<file path="config.mk">
export PLATFORM = sky130hd
export DESIGN_NAME = s349_divider
export DESIGN_NICKNAME = d
export VERILOG_FILES = /design/src/rtl/s349_divider.sv
export SDC_FILE = /design/constraint.sdc
export NUM_CORES = 1
export LEC_CHECK = 0
export CORE_MARGIN = 3
export CORE_UTILIZATION = 40
export CTS_BUF_LIST = sky130_fd_sc_hd__clkbuf_8
export CTS_CLUSTER_DIAMETER = 50
export DETAILED_ROUTE_END_ITERATION = 10
export HOLD_SLACK_MARGIN = 0.06
export PLACE_DENSITY = 0.72
export SLEW_MARGIN = 20
export SYNTH_ARGS = -nofsm -noshare
export SYNTH_HDL_FRONTEND = slang
export SYNTH_SLANG_ARGS = --single-unit
</file>
<file path="constraint.sdc">
create_clock -name CK -period 6 [get_ports CK]
set_input_delay 0.6 -clock CK [delete_from_list [all_inputs] [get_ports CK]]
set_output_delay 0.6 -clock CK [all_outputs]
set_load 0.01 [all_outputs]
</file>
<file path="src/rtl/s349_divider.sv">
// s349_divider -- sequential restoring divider, one quotient bit per clock.
//
// It is the inverse of the s349 shift-add multiplier and uses the same
// START/READY handshake, so the two blocks can be paired in round-trip tests.
//
// Ports:
//   CK     in   1      rising-edge clock
//   RST    in   1      asynchronous active-high reset
//   START  in   1      load A/B and begin a division (wins over everything)
//   A      in   2W     dividend, sampled only on a START edge
//   B      in   W      divisor, sampled only on a START edge
//   Q      out  W      quotient of the last completed division (registered)
//   R      out  W      remainder of the last completed division (registered)
//   READY  out  1      idle and result valid (registered)
//   OVF    out  1      last division overflowed or divided by zero (registered)
//   CNT    out  clog2(W+1)  iteration counter, for debug observability
module s349_divider #(
  parameter int W = 4
) (
  input  logic                     CK,
  input  logic                     RST,
  input  logic                     START,
  input  logic [2*W-1:0]           A,
  input  logic [W-1:0]             B,
  output logic [W-1:0]             Q,
  output logic [W-1:0]             R,
  output logic                     READY,
  output logic                     OVF,
  output logic [$clog2(W+1)-1:0]   CNT
);

  localparam int CW = $clog2(W+1);

  typedef enum logic {
    IDLE = 1'b0,
    BUSY = 1'b1
  } state_t;

  state_t          state_r, state_n;
  // Partial remainder. The architectural remainder is W+1 bits, but its top
  // bit is always zero (loads are zero-extended and a non-overflow division
  // keeps rem < div), so only the low W bits are stored.
  logic [W-1:0]    rem_r, rem_n;
  logic [W-1:0]    dvd_r, dvd_n;
  logic [W-1:0]    div_r, div_n;
  logic [CW-1:0]   cnt_r, cnt_n;
  logic            ovf_pend_r, ovf_pend_n;
  logic [W-1:0]    q_r, q_n;
  logic [W-1:0]    r_r, r_n;
  logic            ovf_r, ovf_n;
  logic            ready_r, ready_n;

  logic [W:0]      t_s;
  logic [W:0]      diff_s;
  logic            qbit_s;
  logic [W-1:0]    rem_step_s;
  logic [W-1:0]    dvd_step_s;
  logic            ovf_load_s;

  // One restoring step on the current partial remainder and dividend.
  always_comb begin
    t_s        = {rem_r, dvd_r[W-1]};
    diff_s     = t_s - {1'b0, div_r};
    // With rem < div, t < 2*div, so a clear borrow bit means t >= div.
    qbit_s     = ~diff_s[W];
    if (qbit_s) begin
      rem_step_s = diff_s[W-1:0];
    end else begin
      rem_step_s = t_s[W-1:0];
    end
    dvd_step_s = {dvd_r[W-2:0], qbit_s};
    ovf_load_s = (B == {W{1'b0}}) || (A[2*W-1:W] >= B);
  end

  // Next-state and next-output logic for the IDLE/BUSY controller.
  always_comb begin
    state_n    = state_r;
    rem_n      = rem_r;
    dvd_n      = dvd_r;
    div_n      = div_r;
    cnt_n      = cnt_r;
    ovf_pend_n = ovf_pend_r;
    q_n        = q_r;
    r_n        = r_r;
    ovf_n      = ovf_r;
    ready_n    = ready_r;
    if (START) begin
      // Load (or abort and reload); the visible result is left untouched.
      state_n    = BUSY;
      ready_n    = 1'b0;
      rem_n      = A[2*W-1:W];
      dvd_n      = A[W-1:0];
      div_n      = B;
      cnt_n      = {CW{1'b0}};
      ovf_pend_n = ovf_load_s;
    end else begin
      case (state_r)
        IDLE: begin
          state_n = IDLE;
        end
        BUSY: begin
          if (ovf_pend_r) begin
            state_n    = IDLE;
            ready_n    = 1'b1;
            ovf_pend_n = 1'b0;
            q_n        = {W{1'b1}};
            r_n        = {W{1'b0}};
            ovf_n      = 1'b1;
          end else begin
            rem_n = rem_step_s;
            dvd_n = dvd_step_s;
            cnt_n = cnt_r + {{(CW-1){1'b0}}, 1'b1};
            if (cnt_r == CW'(W-1)) begin
              state_n = IDLE;
              ready_n = 1'b1;
              q_n     = dvd_step_s;
              r_n     = rem_step_s;
              ovf_n   = 1'b0;
            end else begin
              state_n = BUSY;
            end
          end
        end
        default: begin
          state_n = IDLE;
          ready_n = 1'b1;
        end
      endcase
    end
  end

  // State, datapath and output registers.
  always_ff @(posedge CK or posedge RST) begin
    if (RST) begin
      state_r    <= IDLE;
      rem_r      <= {W{1'b0}};
      dvd_r      <= {W{1'b0}};
      div_r      <= {W{1'b0}};
      cnt_r      <= {CW{1'b0}};
      ovf_pend_r <= 1'b0;
      q_r        <= {W{1'b0}};
      r_r        <= {W{1'b0}};
      ovf_r      <= 1'b0;
      ready_r    <= 1'b1;
    end else begin
      state_r    <= state_n;
      rem_r      <= rem_n;
      dvd_r      <= dvd_n;
      div_r      <= div_n;
      cnt_r      <= cnt_n;
      ovf_pend_r <= ovf_pend_n;
      q_r        <= q_n;
      r_r        <= r_n;
      ovf_r      <= ovf_n;
      ready_r    <= ready_n;
    end
  end

  assign Q     = q_r;
  assign R     = r_r;
  assign OVF   = ovf_r;
  assign READY = ready_r;
  assign CNT   = cnt_r;

endmodule

</file>
=== Word level (Yosys, flattened, before mapping) ===
Index checks and enable logic that the tools add are counted.
W data, S select, Z words.

* Bitwise logic cells: 3
* $add $sub $neg: 2
* Eq/ne operators: 2
* Reduce and logical (&&, ||, !) cells: 8
* $lt $le $gt $ge: 1
* Muxes and demuxes: 26

{| class="wikitable"
|+ Operator list
! cell !! number
|-
| $mux W4 || 11
|-
| $mux W1 || 11
|-
| $mux W3 || 3
|-
| $sub A5 B4 Y5 || 1
|-
| $ge A4 B4 Y1 || 1
|-
| $logic_not A4 Y1 || 1
|-
| $reduce_and A2 Y1 || 2
|-
| $reduce_bool A2 Y1 || 2
|-
| $add A3 B1 Y3 const B || 1
|-
| $eq A3 B2 Y1 const B || 1
|-
| $not A1 Y1 || 3
|-
| $reduce_and A3 Y1 || 1
|-
| $reduce_bool A3 Y1 || 1
|-
| $ne A2 B2 Y1 const B || 1
|-
| $pmux W1 S2 || 1
|-
| $logic_or A1 B1 Y1 || 1
|}

* Bits of input ports: 15
* Flip-flop bits (word level): 27
* Logic and storage cells: 52

=== Longest topological paths before layout ===
Gate-level depths: netlist (run 1).

* Depth in word-level cells: 5
* Depth in mapped cells: 8

=== Worst setup path before layout (run 1) ===
Ideal clock, no wire load.

* Path type: reg2reg
* Start point: register dvd_r[3]
* End point: register rem_r[1]
* Setup time: 0.086 ns
* Path buffers: 0
* Arrival: 1.993 ns
* Slack: 3.920 ns
* Cell stages (with the launch flop): 9
* Path through: dfrtp_1 inv_1 ha_1 fa_1 nand2b_2 a21oi_4 xnor2_4 mux2_4 o221ai_2

* Longest elaborated chain between the ends: 5

{| class="wikitable"
|+ Ends and longest elaborated chain
! item !! line !! RTL
|-
| start: declaration || 44 || <nowiki>logic [W-1:0] dvd_r, dvd_n;</nowiki>
|-
| start signal: assignment || 137 || <nowiki>dvd_r <= {W{1'b0}};</nowiki>
|-
| start signal: assignment || 148 || <nowiki>dvd_r <= dvd_n;</nowiki>
|-
| $sub A5 B4 Y5 || 63 || <nowiki>diff_s = t_s - {1'b0, div_r};</nowiki>
|-
| $mux W4 || 66 || <nowiki>if (qbit_s) begin</nowiki>
|-
| $mux W4 || 102 || <nowiki>if (ovf_pend_r) begin</nowiki>
|-
| $mux W4 || 97 || <nowiki>case (state_r)</nowiki>
|-
| $mux W4 || 87 || <nowiki>if (START) begin</nowiki>
|-
| end signal: assignment || 136 || <nowiki>rem_r <= {W{1'b0}};</nowiki>
|-
| end signal: assignment || 147 || <nowiki>rem_r <= rem_n;</nowiki>
|-
| end: declaration || 43 || <nowiki>logic [W-1:0] rem_r, rem_n;</nowiki>
|}

Every way passes these cells. The select of a mux whose other input is x is not followed.
A chain may end at the register's enable or synchronous reset.

=== Worst setup path in the final report (run 1) ===
* Start point: register dvd_r[3]
* End point: register rem_r[0]

* Longest elaborated chain between the ends: 5

{| class="wikitable"
|+ Ends and longest elaborated chain
! item !! line
|-
| $sub A5 B4 Y5 || 63
|-
| $mux W4 * || 66
|-
| $mux W4 * || 102
|-
| $mux W4 * || 97
|-
| $mux W4 * || 87
|}

Every way passes the cells marked *; elsewhere a longest branch is shown, timed or not. The select of a mux whose other input is x is not followed.

==> results of run 1 <==
==> logic make-up after synthesis <==
| group | Yosys count |
|---|---|
| xor+xnor | 4 |
| flops | 27 |
| fa+ha+maj | 11 |
| compound gates | 38 |
| mux | 8 |
| simple gates | 43 |
| buf+inv | 20 |
==> final timing paths <==
check,from,end,slack (ns),cells after the start
setup / recovery,dvd_r[3]$_DFFE_PP0P_,rem_r[0]$_DFFE_PP0P_,3.73,8
hold / removal,READY$_DFFE_PP1P_,READY$_DFFE_PP1P_,0.48,2
setup reg to reg,dvd_r[3]$_DFFE_PP0P_,rem_r[0]$_DFFE_PP0P_,3.73,8
hold reg to reg,READY$_DFFE_PP1P_,READY$_DFFE_PP1P_,0.48,2
max in group asynchronous,RST,R[0]$_DFFE_PP0P_,4.84,2
min in group asynchronous,RST,OVF$_DFFE_PP0P_,0.72,2
==> area by class of cell <==
type                            instances  area [µm²]  area share (%)
Clock inverter                          1       3.754          0.2022
Sequential cell                        27       676.9           36.46
Inverter                               14       52.55           2.830
Timing Repair Buffer                   28       277.8           14.96
Clock buffer                            3       41.29           2.224
Multi-Input combinational cell        104       747.0           40.23
Tap cell                               46       57.56           3.100
==> per-stage QoR <==
| stage | worst slack (ns) | std cells | total power (W) |
|---|---|---|---|
| 6_report | 3.729 | 223 | 0.0005742 |
| 5_1_grt | 3.647 | 223 | 0.0006122 |
| 4_1_cts | 3.717 | 223 | 0.0005807 |
| 3_5_place_dp | 3.660 | 219 | 0.0004780 |
| 3_3_place_gp | 3.792 | 219 | 0.0004671 |
| 2_1_floorplan | 3.920 | 151 | 0.0004009 |
==> worst reg2reg max path, cell delays in order, from the launching register on <==
cell and delay (ns):
dfrtp_1 0.33, inv_1 0.07, ha_1 0.24, fa_1 0.42
nand2b_2 0.22, a21oi_4 0.20, xnor2_4 0.21, mux2_4 0.36
o221ai_2 0.15
==> metal layers <==
metal / part of all wire (%) / up-vias / global-route usage (%)
met5: 0 / - / 0
met4: 2.5 / 0 / 8.354
met3: 3.1 / 5 / 1.498
met2: 50 / 26 / 26.26
met1: 44 / 525 / 19.14
li1: - / 577 / -
==> sequential cells by signal (all words and copies together) (netlist names) <==
name / flops
dvd_r: 4
OVF: 1
ovf_pend_r: 1
div_r: 4
state_r: 1
CNT: 3
Q: 4
R: 4
rem_r: 4
READY: 1
==> cell usage after synthesis, types with 3 or more instances <==
cell / count
nor3_1: 3
a21oi_1: 7
mux2i_1: 5
nor2_1: 9
nand2_1: 22
clkbuf_1: 4
inv_1: 12
dfrtp_1: 26
o21ai_1: 11
o21ai_0: 5
ha_1: 10
o22a_1: 6
==> power groups by stage <==
stage               sequential [W]  clock [W]  combinational, W
finish                    0.000238   0.000102          0.000234
global route              0.000242   0.000115          0.000255
CTS                       0.000238   0.000106          0.000237
detailed placement        0.000242          0          0.000236
global placement          0.000239          0          0.000228
floorplan                 0.000241          0          0.000159
==> reports/qor.csv, run 1 <==
stage,metric,value,unit
outcome,status,finished clean,
setup_path,Critical Path AT,2.47,ns
detailed_routing,Residual DRC,0,
placed_design,Routability Congestion,0.8240,
detailed_routing,drt pass-1 iters,4,
pwr,Sequential Power Share,41.4,%
floorplanning,Starting Density,43.29,%
pwr,Lkg Pwr,0.8317,nW
floorplanning,I/O Pins,28,
clocking,PostCTS Resize Cnt,0,
global_routing,initial antenna violation count,0,
yosys,Synth area leaders,"dfrtp_1, ha_1, nand2_1, o21ai_1, o22a_1",
clocking,CTS Hold Buffers Added,0,
timing,Worst Skew,0.004529,ns
floorplanning,row cnt,21,
cells_and_area,layout cells sized above 1,8.475,%
yosys,post-synth cell types,36,
hold_path,hold crit path type,flop to flop,
yosys,adder-cell share of the synthesized area,9.667,%
clocking,Clock Latency Late Sink,0.28,ns
clocking,H-tree depth,1,
setup_path,worst-path maximum fanout,7,
pwr,Gate power share,40.7,%
yosys,fraction of registers with async set/reset,100.0,%
clocking,clk sink count,27,
detailed_routing,number of nets with antenna violations after routing,0,
global_routing,largest net degree at the start of global routing,34,
pwr,Clk pwr share,17.8,%
clocking,clock-pin slew of the registers on the worst-case setup and hold paths,0.09,ns
setup_path,nature of the critical path endpoint,flop,
cells_and_area,Antenna diodes,0,
clocking,CTS tree,yes,
yosys,"EDFF count, synth",0,
detailed_routing,drt total wl,3.027,mm
detailed_routing,via count,1133,
cells_and_area,Filler cells,312,
placed_design,Post-DP Area,1812,µm²
placed_design,Port Buffer Count,27,
yosys,Yosys Warn Count,0,
setup_path,slowest CP cell,fa_1,
yosys,post-synth top area share,43.33,%
placed_design,Detail Placement HPWL,2.380,mm
detailed_routing,Initial DRC Count,51,
clocking,Root Buffer,clkbuf_8,
clocking,Post-CTS Setup Bufs,0,
timing,final worst-path cycle share,37.86,%
setup_path,crit-path cells,inv_1 -> ha_1 -> fa_1 -> nand2b_2 -> a21oi_4 -> xnor2_4 -> mux2_4 -> o221ai_2,
timing,Final setup viols,0,
detailed_routing,wire length per cell,13.57,µm
yosys,Yosys top cell by area,dfrtp_1,
cells_and_area,final instance area,1857,µm²
yosys,post-synthesis sequential area ratio,45.08,%
floorplanning,Die W,67.27,µm
yosys,Syn Std Cell Area,1501,µm²
floorplanning,die height,67.27,µm
setup_path,Critical Path Start Type,flop,
setup_path,CP top delay family,adder cells,
timing,Final Hold Vio Count,0,
cells_and_area,"commonest cells after routing, fill and taps aside","clkdlybuf4s50_1, dfrtp_1, nand2_1",
floorplanning,core area,3468,µm²
yosys,Post-Synth Simple-Gate Area,12.83,%
timing,worst slew pin tran,0.9414,ns
yosys,Post-Synth XOR/XNOR Area,3.583,%
global_routing,GRT Residual Overflow,0,
yosys,Synth Area per Inst,9.943,µm²
timing,RSZ-0062 raised after global routing,no,
pwr,Int Power,0.0003802,W
cells_and_area,P&R area growth vs syn,23.67,%
timing,setup TNS,0,ns
pwr,worst vdd ir,0.09211,mV
pwr,Sw Pwr,0.0001940,W
timing,Max Fclk,440.3,MHz
clocking,Max clock buf depth,2,
setup_path,WP data required,6.20,ns
yosys,"FF+latch count, synth",27,
cells_and_area,Finished Core Util,53.54,%
yosys,post-synthesis compound-gate area fraction,17.58,%
pwr,power density cells,309.2,nW/µm²
yosys,Synth Instances,151,
timing,hold slack final,0.4752,ns
setup_path,CP peak stage delay,0.42,ns
global_routing,gr usage total,15.41,%
global_routing,number of global-route vias before repair,1156,
detailed_routing,Via density,5.081,
floorplanning,die area,4525,µm²
yosys,main combinational cell family by area after synthesis,compound AO/OA/AOI/OAI gates,
setup_path,Crit Path Category,flop to flop,
timing,post-layout min period,2.271,ns
cells_and_area,nets,204,
global_routing,first-pass GRT wire length,5.168,mm
cells_and_area,"commonest non-fill, non-tap cell in the layout",clkdlybuf4s50_1,
yosys,post-synthesis mux area share,6.083,%
yosys,syn_nets,177,
timing,Slew HR,36.85,%
clocking,Num CTS Buffers,3,
setup_path,WP buf/inv,1,
pwr,switch share,33.79,%
yosys,Synth Flop Type,dfrtp_1,
timing,Final Slew Violations,0,
job,maxcap violations,0,
(Power assumes the default switching activity.)
==> run 2: changes to the inputs <==
Clock period 6 ns to 2.2 ns, I/O delays scaled along.
==> run 2 against run 1 <==
Worst hold slack got worse by 0.26 ns. Design area rose by 3.6%. Non-clock buffer count rose by 6. Via count rose by 4.9%.
==> reports/qor.csv, run 2 (synthesis results as in run 1) <==
stage,metric,value,unit
clocking,clock-pin slew of the registers on the worst-case setup and hold paths,0.09,ns
cells_and_area,Antenna diodes,0,
cells_and_area,Filler cells,324,
setup_path,worst-path maximum fanout,5,
clocking,H-tree depth,1,
setup_path,slowest CP cell,dfrtp_1,
cells_and_area,"commonest cells after routing, fill and taps aside","clkdlybuf4s50_1, dfrtp_1, nand2_1",
placed_design,Port Buffer Count,27,
global_routing,number of global-route vias before repair,1244,
floorplanning,core area,3468,µm²
detailed_routing,wire length per cell,13.48,µm
outcome,status,finished clean,
global_routing,initial antenna violation count,0,
floorplanning,I/O Pins,28,
detailed_routing,drt pass-1 iters,4,
pwr,power density cells,848.5,nW/µm²
global_routing,largest net degree at the start of global routing,33,
timing,Slew HR,66.53,%
setup_path,WP data required,2.39,ns
setup_path,CP top delay family,adder cells,
pwr,worst vdd ir,0.2769,mV
hold_path,hold crit path type,input port to asynchronous set/reset pin,
setup_path,Crit Path Category,flop to flop,
cells_and_area,P&R area growth vs syn,28.17,%
floorplanning,row cnt,21,
timing,RSZ-0062 raised after global routing,no,
clocking,Root Buffer,clkbuf_8,
detailed_routing,via count,1189,
cells_and_area,nets,210,
setup_path,r2r setup slk,0.12,ns
global_routing,GRT Residual Overflow,0,
floorplanning,Starting Density,43.29,%
setup_path,CP peak stage delay,0.35,ns
detailed_routing,Initial DRC Count,35,
setup_path,WP buf/inv,1,
timing,post-layout min period,2.084,ns
setup_path,Critical Path AT,2.27,ns
pwr,Tot Pwr,0.001633,W
clocking,Clock Latency Late Sink,0.27,ns
setup_path,crit-path cells,inv_2 -> ha_2 -> fa_2 -> nand2b_4 -> a21oi_4 -> xnor2_4 -> mux2_4 -> o221ai_2,
global_routing,gr usage total,15.86,%
timing,Worst Skew,0.004862,ns
global_routing,first-pass GRT wire length,5.513,mm
floorplanning,die height,67.27,µm
timing,Final WS setup,0.1157,ns
cells_and_area,fin cells,229,
setup_path,nature of the critical path endpoint,flop,
detailed_routing,number of nets with antenna violations after routing,0,
detailed_routing,drt total wl,3.086,mm
job,maxcap violations,0,
placed_design,Detail Placement HPWL,2.429,mm
timing,Final setup viols,0,
detailed_routing,Via density,5.192,
pwr,Lkg Pwr,0.8707,nW
floorplanning,die area,4525,µm²
timing,Final Hold Vio Count,0,
placed_design,placed cells,222,
cells_and_area,layout cells sized above 1,13.11,%
cells_and_area,"commonest non-fill, non-tap cell in the layout",clkdlybuf4s50_1,
timing,final worst-path cycle share,94.74,%
timing,Max Fclk,479.8,MHz
clocking,CTS tree,yes,
placed_design,Routability Congestion,0.8315,
placed_design,Post-Place Setup Slack,-0.02908,ns
cells_and_area,register area,676.9,µm²
clocking,Max clock buf depth,2,
clocking,Num CTS Buffers,3,
timing,Final Slew Violations,0,
timing,worst slew pin tran,0.4969,ns
setup_path,Critical Path Start Type,flop,
floorplanning,Die W,67.27,µm
cells_and_area,Multi-input gate area,757.0,µm²
clocking,clk sink count,27,
detailed_routing,Residual DRC,0,
run 2: layout make-up:
type,instances,share of cell area [%]
multi-input combinational,104,39.34
timing repair buffer,34,17.43
inverter,14,2.731
sequential,27,35.18
clock inverter,1,0.1951
tap,46,2.991
clock buffer,3,2.146
run 2: per-layer routing:
metal,part of all wire (%),global-route usage [%],routed length (µm)
met4,1.7,5.570,53
met3,3.2,1.498,98
met1,44,19.94,1365
met5,0,0,0
met2,51,28.22,1568
run 2: worst paths after layout:
check / start / end / depth (start not counted)
min in group CK: READY$_DFFE_PP1P_ / READY$_DFFE_PP1P_ / 2
max in group asynchronous: RST / R[0]$_DFFE_PP0P_ / 3
worst min register to register: READY$_DFFE_PP1P_ / READY$_DFFE_PP1P_ / 2
worst min-delay path: RST / Q[3]$_DFFE_PP0P_ / 2
worst max register to register: dvd_r[3]$_DFFE_PP0P_ / rem_r[1]$_DFFE_PP0P_ / 8
worst max-delay path: dvd_r[3]$_DFFE_PP0P_ / rem_r[1]$_DFFE_PP0P_ / 8
run 2: report_power, final:
part	total, W	switching, W	leakage [nW]	internal, W
Clock	0.000280	0.000155	0.0269	0.000125
Combinational	0.000705	0.000322	0.512	0.000383
Sequential	0.000648	0.0000687	0.332	0.000579
run 2: worst reg2reg max path, delay by kind of cell (launching register included):
kind	cells	cell delay, ns
buffers and inverters	1	0.05
multiplexers	1	0.34
AO/OA/AOI/OAI	2	0.38
AND/OR/NAND/NOR	1	0.16
adder cells (fa/ha/maj)	2	0.54
flip-flops	1	0.35
XOR/XNOR	1	0.19
run 2: through the flow:
stage                     utilization (%)  instance area [µm²]  TNS [ns]  hold WS (ns)
final                               55.48                 1924         0        0.2161
after global routing                55.48                 1924         0        0.2869
after CTS                           55.05                 1909         0        0.2440
after detailed placement            53.25                 1847  -0.02908        0.4546
after global placement              53.25                 1847         0        0.4501
after floorplan                         -                 1501         0        0.2720
run 2: repair_timing:
item,CTS,global route
pin swaps,2,3
resized for setup,1,3
endpoints found under the setup margin,2,9
hold buffers,0,0
setup buffers,2,1
